### src/rtl/uart_bus_master.sv
// UART-driven bus initiator: decodes framed read/write/ping commands from the
// receive byte stream, runs one bus transaction, and returns response bytes.
module uart_bus_master #(
  parameter int TIMEOUT = 255
) (
  input  logic        clk,
  input  logic        rst,
  input  logic [7:0]  rx_data,
  input  logic        rx_valid,
  output logic [7:0]  tx_data,
  output logic        tx_valid,
  input  logic        tx_ready,
  output logic [31:0] bus_addr,
  output logic [31:0] bus_out,
  input  logic [31:0] bus_in,
  output logic        bus_req,
  output logic        bus_wr,
  output logic [3:0]  bus_wr_mask,
  input  logic        bus_ack,
  output logic        busy
);

  typedef enum logic [2:0] {IDLE, ADDR, DATA, BUS, RESP} state_t;

  localparam logic [7:0]  OP_READ  = 8'h52;
  localparam logic [7:0]  OP_WRITE = 8'h57;
  localparam logic [7:0]  OP_PING  = 8'h50;
  localparam logic [7:0]  RSP_OK   = 8'h4B;
  localparam logic [7:0]  RSP_BAD  = 8'h3F;
  localparam logic [7:0]  RSP_ERR  = 8'h45;
  localparam logic [15:0] TMO_LAST = 16'(TIMEOUT - 1);

  state_t      state, state_next;
  logic [1:0]  cnt, cnt_next;
  logic        is_write, is_write_next;
  logic [31:0] addr, addr_next;
  logic [31:0] wdata, wdata_next;
  logic [23:0] rdata, rdata_next;
  logic [15:0] tmo, tmo_next;
  logic [1:0]  resp_left, resp_left_next;
  logic [7:0]  tx_data_next;
  logic        tx_valid_next;
  logic        bus_req_next;
  logic        bus_wr_next;
  logic [3:0]  bus_wr_mask_next;
  logic [31:0] bus_addr_next;
  logic [31:0] bus_out_next;
  logic        start_bus;

  // Next-state and next-output computation for every register.
  always_comb begin
    state_next       = state;
    cnt_next         = cnt;
    is_write_next    = is_write;
    addr_next        = addr;
    wdata_next       = wdata;
    rdata_next       = rdata;
    tmo_next         = tmo;
    resp_left_next   = resp_left;
    tx_data_next     = tx_data;
    tx_valid_next    = tx_valid;
    bus_req_next     = bus_req;
    bus_wr_next      = bus_wr;
    bus_wr_mask_next = bus_wr_mask;
    bus_addr_next    = bus_addr;
    bus_out_next     = bus_out;
    start_bus        = 1'b0;

    case (state)
      IDLE: begin
        if (rx_valid) begin
          case (rx_data)
            OP_READ, OP_WRITE: begin
              state_next    = ADDR;
              cnt_next      = 2'd0;
              is_write_next = (rx_data == OP_WRITE);
            end
            OP_PING: begin
              state_next     = RESP;
              tx_valid_next  = 1'b1;
              tx_data_next   = RSP_OK;
              resp_left_next = 2'd0;
            end
            default: begin
              state_next     = RESP;
              tx_valid_next  = 1'b1;
              tx_data_next   = RSP_BAD;
              resp_left_next = 2'd0;
            end
          endcase
        end else begin
          state_next = IDLE;
        end
      end
      ADDR: begin
        if (rx_valid) begin
          addr_next[{cnt, 3'b000} +: 8] = rx_data;
          cnt_next = cnt + 2'd1;
          if (cnt == 2'd3) begin
            if (is_write) begin
              state_next = DATA;
            end else begin
              state_next = BUS;
              start_bus  = 1'b1;
            end
          end else begin
            state_next = ADDR;
          end
        end else begin
          state_next = ADDR;
        end
      end
      DATA: begin
        if (rx_valid) begin
          wdata_next[{cnt, 3'b000} +: 8] = rx_data;
          cnt_next = cnt + 2'd1;
          if (cnt == 2'd3) begin
            state_next = BUS;
            start_bus  = 1'b1;
          end else begin
            state_next = DATA;
          end
        end else begin
          state_next = DATA;
        end
      end
      BUS: begin
        // Ack wins over timeout when both land on the same cycle.
        if (bus_ack) begin
          bus_req_next  = 1'b0;
          state_next    = RESP;
          tx_valid_next = 1'b1;
          if (is_write) begin
            tx_data_next   = RSP_OK;
            resp_left_next = 2'd0;
          end else begin
            rdata_next     = bus_in[31:8];
            tx_data_next   = bus_in[7:0];
            resp_left_next = 2'd3;
          end
        end else if (tmo == TMO_LAST) begin
          bus_req_next   = 1'b0;
          state_next     = RESP;
          tx_valid_next  = 1'b1;
          tx_data_next   = RSP_ERR;
          resp_left_next = 2'd0;
        end else begin
          tmo_next = tmo + 16'd1;
        end
      end
      RESP: begin
        if (tx_ready) begin
          if (resp_left == 2'd0) begin
            tx_valid_next = 1'b0;
            state_next    = IDLE;
          end else begin
            resp_left_next = resp_left - 2'd1;
            tx_data_next   = rdata[7:0];
            rdata_next     = {8'h00, rdata[23:8]};
          end
        end else begin
          state_next = RESP;
        end
      end
      default: begin
        state_next    = IDLE;
        tx_valid_next = 1'b0;
        bus_req_next  = 1'b0;
      end
    endcase

    if (start_bus) begin
      bus_req_next     = 1'b1;
      bus_addr_next    = {addr_next[31:2], 2'b00};
      bus_wr_next      = is_write;
      bus_wr_mask_next = is_write ? 4'hf : 4'h0;
      bus_out_next     = is_write ? wdata_next : bus_out;
      tmo_next         = 16'd0;
    end else begin
      bus_req_next = bus_req_next;
    end
  end

  // State, datapath and output registers with synchronous reset.
  always_ff @(posedge clk) begin
    if (rst) begin
      state       <= IDLE;
      cnt         <= 2'd0;
      is_write    <= 1'b0;
      addr        <= 32'h0;
      wdata       <= 32'h0;
      rdata       <= 24'h0;
      tmo         <= 16'd0;
      resp_left   <= 2'd0;
      tx_data     <= 8'h00;
      tx_valid    <= 1'b0;
      bus_req     <= 1'b0;
      bus_wr      <= 1'b0;
      bus_wr_mask <= 4'h0;
      bus_addr    <= 32'h0;
      bus_out     <= 32'h0;
      busy        <= 1'b0;
    end else begin
      state       <= state_next;
      cnt         <= cnt_next;
      is_write    <= is_write_next;
      addr        <= addr_next;
      wdata       <= wdata_next;
      rdata       <= rdata_next;
      tmo         <= tmo_next;
      resp_left   <= resp_left_next;
      tx_data     <= tx_data_next;
      tx_valid    <= tx_valid_next;
      bus_req     <= bus_req_next;
      bus_wr      <= bus_wr_next;
      bus_wr_mask <= bus_wr_mask_next;
      bus_addr    <= bus_addr_next;
      bus_out     <= bus_out_next;
      busy        <= (state_next != IDLE);
    end
  end

endmodule

### config.mk
export PLATFORM = sky130hd
export DESIGN_NAME = uart_bus_master
export DESIGN_NICKNAME = d
export VERILOG_FILES = /design/src/rtl/uart_bus_master.sv
export SDC_FILE = /design/constraint.sdc
export NUM_CORES = 1
export LEC_CHECK = 0
export CAP_MARGIN = 10
export CORE_MARGIN = 1
export CORE_UTILIZATION = 45
export CTS_CLUSTER_DIAMETER = 40
export DETAILED_ROUTE_END_ITERATION = 12
export HOLD_SLACK_MARGIN = 0.06
export PLACE_DENSITY_LB_ADDON = 0.25
export SYNTH_ARGS = -nofsm -noshare
export SYNTH_HDL_FRONTEND = slang
export SYNTH_SLANG_ARGS = --single-unit
### constraint.sdc
create_clock -name clk -period 5.7 [get_ports clk]
set_input_delay 0.855 -clock clk [delete_from_list [all_inputs] [get_ports clk]]
set_output_delay 0.855 -clock clk [all_outputs]
set_load 0.05 [all_outputs]
==> flow_metrics.py, run 1 <==
metrics = {
    "outcome": {
        "run_status": "complete, no violations",
    },
    "setup_path": {
        "crit_family": "simple AND/OR/NAND/NOR gates",
        "crit_path_cell_trace": "clkdlybuf4s50_1, nor2b_1, nand3_2, nor2_4, nor2_1, a211oi_1",
        "crit_type": "in2reg",
        "crit_buf_inv": 1,
        "end_kind": "register",
        "required_ps": 6040,
        "worst_r2r_path_depth": 5,
        "max_stage_delay_ps": 900,
        "critPathArrivalTime_ps": 3780,
        "crit_slowest_cell": "nor2_4",
        "path_max_fanout": 56,
        "worst_setup_path_start_kind": "input port",
        "worst-path-stages": 6,
    },
    "pwr": {
        "ir_drop_mv": 0.203,
        "power.density_nw_per_um2": 294,
        "p_leak_nw": 3.23,
        "power_frac_clock": 0.431,
        "p_int_mw": 2.01,
        "p_sw_uw": 653,
        "pwr-share-seq": 0.479,
        "comb_power_share": 0.089,
        "switching_share": 0.245,
    },
    "route": {
        "avgRoutedWirePerCell_um": 15.6,
        "dr.pass1.iters": 5,
        "drt_iter0_drc": 391,
        "viasPerCell": 5.40,
        "postRouteAntennaNets": 0,
        "vias": 6129,
        "wirelength_um": 17700,
        "drc": 0,
    },
    "sta": {
        "period_share": 0.604,
        "fmax_ghz": 0.290,
        "finClkSkew_ps": 7.15,
        "maxSlewHeadroom": 0.228,
        "fin_crit_ps": 3450,
        "slew_violations": 0,
        "setup_tns_ps": 0,
        "rsz0062_at_grt": "false",
        "setup_violations": 0,
        "hold_viol": 0,
        "tightest_slew_ps": 1160,
        "finalWorstSetupSlack_ps": 2250,
    },
    "finish": {
        "post-route-util": 0.571,
        "area_delta_synth_final_pct": 23.8,
        "antenna_cells": 0,
        "num-nets-final": 958,
        "nFillCells": 1484,
        "final_cell_area_sq_um": 9070,
        "drive_above_1_share": 0.0719,
    },
    "clock_network": {
        "cts_max_level": 4,
        "clkLatencyLatePin_ps": 430,
        "clk_pin_slew_ps": 70,
        "postCtsSetupBuffers": 0,
        "cts_inserted_buffers": 17,
        "cts_resized": 0,
        "clk_path_buf_depth": 2,
        "ctsHoldBuffers": 0,
        "cts_tree": "built",
        "cts-root-buf": "clkbuf_16",
        "cts.sink_count": 176,
    },
    "synthesis": {
        "avgSynthCellArea_sq_um": 8.74,
        "synth_edf_count": 0,
        "synth_fa_ha_area_frac": 0.0137,
        "synth_common_cells": "176 x dfxtp_1, 109 x nor2_1, 93 x nand2_1",
        "synthTopCellsByArea": "dfxtp_1 48%, nor2_1 5.6%, nand2_1 4.8%, a21oi_1 3.6%, a211oi_1 3.5%",
        "syn-instance-count": 838,
        "synth_flop_cell": "dfxtp_1",
        "async_flop_share": 0,
        "yosysMostFrequentCell": "dfxtp_1",
        "synth_xor_area_frac": 0.0191,
        "yosys.area.top_type_share": 0.481,
        "ys_seq_elements": 176,
        "synth_area_leader_cell": "dfxtp_1",
        "synthesis.area_sq_um": 7320,
        "synth_sequential_area_ratio": 0.481,
        "synth_top_family_by_area": "simple AND/OR/NAND/NOR gates",
        "synth_simple_gate_area_frac": 0.234,
        "yosys_warnings": 0,
        "yosysUniqueCellTypes": 65,
        "synth_compound_area_frac": 0.191,
        "synthMuxAreaShare": 0,
    },
    "die": {
        "core_area_sq_um": 15900,
        "start_util": 0.461,
        "io_pins": 125,
        "die_x_um": 130,
        "die_h_um": 130,
        "rows": 46,
        "die-area_sq_um": 16800,
    },
    "placed_design": {
        "gp_routability_congestion": 0.796,
        "dp_hpwl_um": 11400,
        "portBuffers": 122,
        "place_area_sq_um": 8490,
        "dp_slack_ps": 1880,
    },
    "worst_hold_path": {
        "hp-class": "reg2reg",
        "holdPathStages": 2,
    },
    "global_route": {
        "grt_pass1_vias": 5418,
        "grt_pass1_wl_um": 28300,
        "grt_max_degree": 69,
        "grt_overflow_total": 0,
        "grt_usage": 0.216,
        "antenna_found_initial": 0,
    },
    "run": {
        "maxCapViolCount": 0,
    },
}
-- flip-flops by register name (all words and copies together), names as in the netlist, 3 cells and up --
register,cells
tx_data,8
addr,30
state,3
rdata,24
wdata,24
tmo,16
bus_addr,30
bus_out,32
-- layer usage --
layer	up-vias	wire, um	part of all wire	global-route usage
met5	-	0	0	0
met4	0	215	0.012	0.0739
li1	3067	-	-	-
met1	2880	8700	0.49	0.303
met2	165	7920	0.45	0.333
met3	17	871	0.049	0.0388
-- stage by stage --
step / instances / power, mW / hold slack (ps)
finish: 1134 / 2.66 / 451
global route: 1134 / 2.76 / 473
CTS: 1134 / 2.68 / 453
detailed placement: 1102 / 1.54 / 445
global placement: 1102 / 1.54 / 439
floorplan: 839 / 1.46 / 432
-- cell families (layout without fill, tap and decap cells) --
group	Yosys count	count (layout)
compound gates	198	198
simple gates	347	347
flops	176	176
buf+inv	92	171
other cells	1	2
xor+xnor	16	16
fa+ha+maj	8	8
-- placed cells by master (no fill, tap or decap), types with 3 or more instances in the layout --
cell type          n
nor4_1             5
a32oi_1            3
a21oi_1           52
clkbuf_16         17
o211ai_1           3
o21ai_0           10
xor2_1             4
dfxtp_1          176
o221a_2            5
nand2_1           93
a311oi_1          17
buf_4              8
a211oi_2           4
clkbuf_1           3
xnor2_1           12
nand2b_1           5
clkinvlp_4         6
and3_1             9
inv_1              9
a31oi_1           35
ha_1               8
nor3_1             6
nor2b_1           40
nand3_1           48
clkdlybuf4s50_1  121
o22a_1            22
nor2_1           106
a211oi_1          34
nand4_1            4
-- power groups by stage --
| stage | sequential (mW) | combinational, mW | clock [mW] |
|---|---|---|---|
| 5_1_grt | 1.28 | 0.258 | 1.22 |
| 6_report | 1.28 | 0.238 | 1.15 |
| 3_3_place_gp | 1.30 | 0.235 | 0 |
| 2_1_floorplan | 1.33 | 0.132 | 0 |
| 4_1_cts | 1.28 | 0.238 | 1.17 |
| 3_5_place_dp | 1.30 | 0.237 | 0 |
-- area by class of cell --
type	count	area, sq um	area share
Sequential cell	176	3520	0.389
Timing Repair Buffer	129	1270	0.140
Clock inverter	11	131	0.0145
Clock buffer	21	450	0.0497
Inverter	10	37.5	0.00414
Multi-Input combinational cell	571	3380	0.373
Tap cell	216	270	0.0298
-- final timing paths --
kind                                              from  slack (ps)                  endpoint
worst max-delay path                          rx_valid        2250  bus_out[11]$_SDFFE_PP0P_
worst min-delay path            rdata[16]$_SDFFE_PP0P_         450    rdata[16]$_SDFFE_PP0P_
worst max register to register     state[2]$_SDFF_PP0_        2830  bus_out[11]$_SDFFE_PP0P_
worst min register to register  rdata[16]$_SDFFE_PP0P_         450    rdata[16]$_SDFFE_PP0P_
-- worst min-delay path, delay by kind of cell, from the launching register on --
kind,cells,cell delay (ps)
AND/OR/NAND/NOR,1,50
AO/OA/AOI/OAI,1,50
flip-flops,1,310
(Power assumes the default switching activity.)
==> run 2, diff against run 1 <==
Clock period 5.7 ns to 3.5 ns, I/O delays scaled along.
==> run 2 against run 1 <==
  * Sequential power up 62%
  * Global-route usage up 1.5 points
  * Wire length up 4.9%
  * First-iteration DRC count up 14%
  * Critical path type is now reg2reg
  * Critical endpoint is now bus_out[5]$_SDFFE_PP0P_
  * Largest cell class unchanged
  * Largest power group unchanged
==> flow_metrics.py, run 2 (synthesis gave the netlist of run 1 again) <==
metrics = {
    "outcome": {
        "run_status": "complete, no violations",
    },
    "clock_network": {
        "cts_max_level": 4,
        "cts_tree": "built",
        "ctsHoldBuffers": 0,
        "cts_inserted_buffers": 17,
        "clk_pin_slew_ps": 60,
        "postCtsSetupBuffers": 0,
        "cts-root-buf": "clkbuf_16",
        "cts.sink_count": 176,
        "clkLatencyLatePin_ps": 430,
        "clk_path_buf_depth": 2,
        "cts_resized": 0,
    },
    "setup_path": {
        "crit_path_cell_trace": "inv_1, ha_1, nor3b_1, buf_4, a31oi_1, a211oi_1",
        "max_stage_delay_ps": 700,
        "end_kind": "register",
        "worst_setup_path_start_kind": "register",
        "critPathArrivalTime_ps": 2860,
        "crit_slowest_cell": "nor3b_1",
        "path_max_fanout": 8,
        "crit_type": "reg2reg",
        "required_ps": 3840,
    },
    "die": {
        "start_util": 0.461,
        "core_area_sq_um": 15900,
        "rows": 46,
        "die_x_um": 130,
        "die-area_sq_um": 16800,
        "die_h_um": 130,
        "io_pins": 125,
    },
    "finish": {
        "largest_reg_flops": 32,
        "antenna_cells": 0,
        "fin_cells": 1150,
        "largest_register": "bus_out",
        "drive_above_1_share": 0.0899,
        "final_common_cell": "dfxtp_1",
        "top_regs": "bus_out: 32 flops, addr: 30 flops, bus_addr: 30 flops",
        "mostFrequentLayoutCells": "176 x dfxtp_1, 121 x clkdlybuf4s50_1, 106 x nor2_1, 93 x nand2_1, 52 x a21oi_1",
        "num-nets-final": 974,
        "area_delta_synth_final_pct": 25.3,
    },
    "route": {
        "vias": 6269,
        "postRouteAntennaNets": 0,
        "drt_iter0_drc": 446,
        "wirelength_um": 18600,
        "avgRoutedWirePerCell_um": 16.2,
        "drc": 0,
        "viasPerCell": 5.45,
        "dr.pass1.iters": 5,
    },
    "sta": {
        "maxSlewHeadroom": 0.441,
        "setup_tns_ps": 0,
        "tightest_slew_ps": 837,
        "finalWorstSetupSlack_ps": 983,
        "finClkSkew_ps": 9.47,
        "period_share": 0.719,
        "fin_crit_ps": 2520,
        "slew_violations": 0,
        "setup_violations": 0,
        "rsz0062_at_grt": "false",
        "hold_viol": 0,
        "fmax_ghz": 0.397,
    },
    "placed_design": {
        "dp_cells": 1118,
        "dp_slack_ps": 633,
        "dp_hpwl_um": 12000,
        "portBuffers": 122,
        "gp_routability_congestion": 0.819,
    },
    "global_route": {
        "grt_usage": 0.231,
        "grt_pass1_wl_um": 30100,
        "grt_overflow_total": 0,
        "antenna_found_initial": 0,
        "grt_max_degree": 59,
        "grt_pass1_vias": 5873,
    },
    "pwr": {
        "p_total_mw": 4.32,
        "ir_drop_mv": 0.354,
        "power.density_nw_per_um2": 471,
        "p_leak_nw": 3.33,
    },
    "worst_hold_path": {
        "hp-class": "reg2reg",
    },
    "run": {
        "maxCapViolCount": 0,
    },
}
## run 2: final cells by class
class | count | area [sq um]
fillers | 1492 | 6710
well taps | 216 | 270
repair buffers | 145 | 1390
inverters | 10 | 37.5
clock inverters | 11 | 108
multi-input cells | 571 | 3380
clock buffers | 21 | 470
flip-flops and latches | 176 | 3520
## run 2: path summary, 6_finish.rpt
path / startpoint / to / slack [ps] / depth (start not counted)
max reg2reg: cnt[0]$_SDFFE_PP0P_ / bus_out[5]$_SDFFE_PP0P_ / 980 / 6
min: bus_out[31]$_SDFFE_PP0P_ / bus_out[31]$_SDFFE_PP0P_ / 450 / 2
max: cnt[0]$_SDFFE_PP0P_ / bus_out[5]$_SDFFE_PP0P_ / 980 / 6
min reg2reg: bus_out[31]$_SDFFE_PP0P_ / bus_out[31]$_SDFFE_PP0P_ / 450 / 2
## run 2: worst max-delay path: cells and delay by family, from the launching register on
kind	cells	cell delay, ps
adders and majority gates	1	380
and+or+nand+nor	1	700
DFF	1	460
buffers and inverters	2	460
AOI/OAI and AO/OA	2	440
## run 2: through the flow
step,utilization,hold slack [ps],area [sq um]
after floorplan,-,432,7330
after global placement,0.541,440,8600
after detailed placement,0.541,445,8600
after CTS,0.578,455,9180
after global routing,0.578,478,9180
final,0.578,453,9180
## run 2: metal layers
metal  GRT usage  vias to the layer above  share of wire
li1            -                     3106              -
met1       0.312                     2956           0.47
met2       0.366                      181           0.45
met3      0.0372                       26          0.054
met4      0.0958                        0          0.018
met5           0                        -              0
## run 2: where the power goes
part | internal [mW] | switching [mW] | leakage [nW]
clock network | 1.04 | 0.802 | 0.273
registers | 2.05 | 0.0290 | 1.42
logic | 0.157 | 0.243 | 1.63
==> run 3, diff against run 2 <==
Clock period 3.5 ns to 2.3 ns, I/O delays scaled along.
==> run 3 against run 2 <==
  * Non-clock buffer count increased by 23
  * Critical endpoint is now tx_data[0]$_SDFFE_PP0P_
  * Utilization increased by 1.3 points
  * Highest routed layer unchanged
  * Clock skew is 1.5 ps higher
  * Hold slack lost 110 ps
  * Via count about the same
  * First-iteration DRC count fell by 7.8%
  * Largest cell class unchanged
  * Die area did not move
  * Fmax rose by 16%
==> flow_metrics.py, run 3 (synthesis gave the netlist of run 1 again) <==
metrics = {
    "outcome": {
        "run_status": "complete, no violations",
    },
    "finish": {
        "drive_above_1_share": 0.113,
        "final_common_cell": "dfxtp_1",
        "antenna_cells": 0,
        "nFillCells": 1470,
        "mostFrequentLayoutCells": "176 x dfxtp_1, 121 x clkdlybuf4s50_1, 106 x nor2_1, 93 x nand2_1, 52 x a21oi_1",
        "area_delta_synth_final_pct": 28.2,
        "largest_register": "bus_out",
        "top_regs": "bus_out: 32 flops, addr: 30 flops, bus_addr: 30 flops",
        "num-nets-final": 997,
        "largest_reg_flops": 32,
    },
    "route": {
        "dr.pass1.iters": 4,
        "drc": 0,
        "drt_iter0_drc": 411,
        "postRouteAntennaNets": 0,
        "wirelength_um": 18300,
        "avgRoutedWirePerCell_um": 15.6,
        "viasPerCell": 5.35,
        "vias": 6272,
    },
    "global_route": {
        "antenna_found_initial": 0,
        "grt_overflow_total": 0,
        "grt_pass1_wl_um": 28700,
        "grt_pass1_vias": 5623,
        "grt_max_degree": 50,
        "grt_usage": 0.219,
    },
    "setup_path": {
        "path_max_fanout": 9,
        "max_stage_delay_ps": 540,
        "crit_type": "reg2reg",
        "worst_setup_path_start_kind": "register",
        "end_kind": "register",
        "required_ps": 2600,
        "crit_slowest_cell": "or4_4",
        "critPathArrivalTime_ps": 2480,
        "crit_path_cell_trace": "or4_4, nor4_4, o21bai_2, o41ai_1",
    },
    "placed_design": {
        "dp_hpwl_um": 12400,
        "dp_slack_ps": 35.4,
        "gp_routability_congestion": 0.862,
        "portBuffers": 122,
    },
    "die": {
        "die-area_sq_um": 16800,
        "die_x_um": 130,
        "die_h_um": 130,
        "start_util": 0.461,
        "rows": 46,
        "core_area_sq_um": 15900,
        "io_pins": 125,
    },
    "pwr": {
        "p_leak_nw": 3.45,
        "ir_drop_mv": 0.672,
        "p_total_mw": 6.49,
        "p_sw_mw": 1.66,
        "p_int_mw": 4.83,
        "pwr-share-seq": 0.487,
        "power.density_nw_per_um2": 691,
        "comb_power_share": 0.098,
        "power_frac_clock": 0.415,
        "switching_share": 0.255,
    },
    "clock_network": {
        "cts.sink_count": 176,
        "cts_resized": 0,
        "cts_tree": "built",
        "ctsHoldBuffers": 0,
        "cts-root-buf": "clkbuf_16",
        "postCtsSetupBuffers": 0,
        "clk_pin_slew_ps": 60,
        "clkLatencyLatePin_ps": 420,
        "cts_inserted_buffers": 17,
        "cts_max_level": 4,
        "clk_path_buf_depth": 2,
    },
    "sta": {
        "finalWorstSetupSlack_ps": 126,
        "fin_crit_ps": 2170,
        "timing.hold.ws_ps": 341,
        "slew_violations": 0,
        "tightest_slew_ps": 643,
        "maxSlewHeadroom": 0.570,
        "setup_tns_ps": 0,
        "fmax_ghz": 0.460,
        "finClkSkew_ps": 11.0,
        "rsz0062_at_grt": "false",
        "setup_violations": 0,
        "hold_viol": 0,
        "period_share": 0.945,
    },
    "run": {
        "maxCapViolCount": 0,
    },
    "worst_hold_path": {
        "hp-class": "in2reg",
    },
}
## run 3: final cells by class
cell class | instances | area [sq um] | area share
sequential | 176 | 3520 | 0.375
multi-input combinational | 571 | 3380 | 0.360
timing repair buffer | 168 | 1630 | 0.173
clock buffer | 19 | 453 | 0.0482
tap | 216 | 270 | 0.0288
clock inverter | 12 | 101 | 0.0108
inverter | 10 | 37.5 | 0.00400
## run 3: path summary, 6_finish.rpt
check                                start                       end  slack [ps]  cells past startpoint
setup / recovery      tmo[11]$_SDFFE_PP0P_   tx_data[0]$_SDFFE_PP0P_         130                      4
hold / removal                         rst       wdata[2]$_SDFF_PP0_         340                      2
setup reg to reg      tmo[11]$_SDFFE_PP0P_   tx_data[0]$_SDFFE_PP0P_         130                      4
hold reg to reg   bus_out[26]$_SDFFE_PP0P_  bus_out[26]$_SDFFE_PP0P_         460                      2
## run 3: stage by stage
step	util	instance area, sq um	std cells
after global routing	0.591	9390	1172
after floorplan	-	7330	839
after CTS	0.591	9390	1172
after detailed placement	0.556	8840	1141
after global placement	0.556	8840	1141
final	0.591	9390	1172
## run 3: metal layers
metal | wire, um | up-vias | global-route usage
li1 | - | 3150 | -
met1 | 8810 | 2933 | 0.302
met2 | 8370 | 172 | 0.349
met3 | 872 | 17 | 0.0396
met4 | 221 | 0 | 0.0643
met5 | 0 | - | 0
## run 3: critical path, delay by kind of cell, from the launching register on
family | cells | cell delay [ps]
compound gates | 2 | 680
simple gates | 2 | 1030
flops | 1 | 340
## run 3: power by group through the flow
stage | sequential (mW) | clock (mW) | combinational, mW
final | 3.16 | 2.70 | 0.636
after CTS | 3.16 | 2.75 | 0.635
after detailed placement | 3.23 | 0 | 0.632
after global placement | 3.23 | 0 | 0.626
after global routing | 3.16 | 2.88 | 0.680
after floorplan | 3.29 | 0 | 0.326
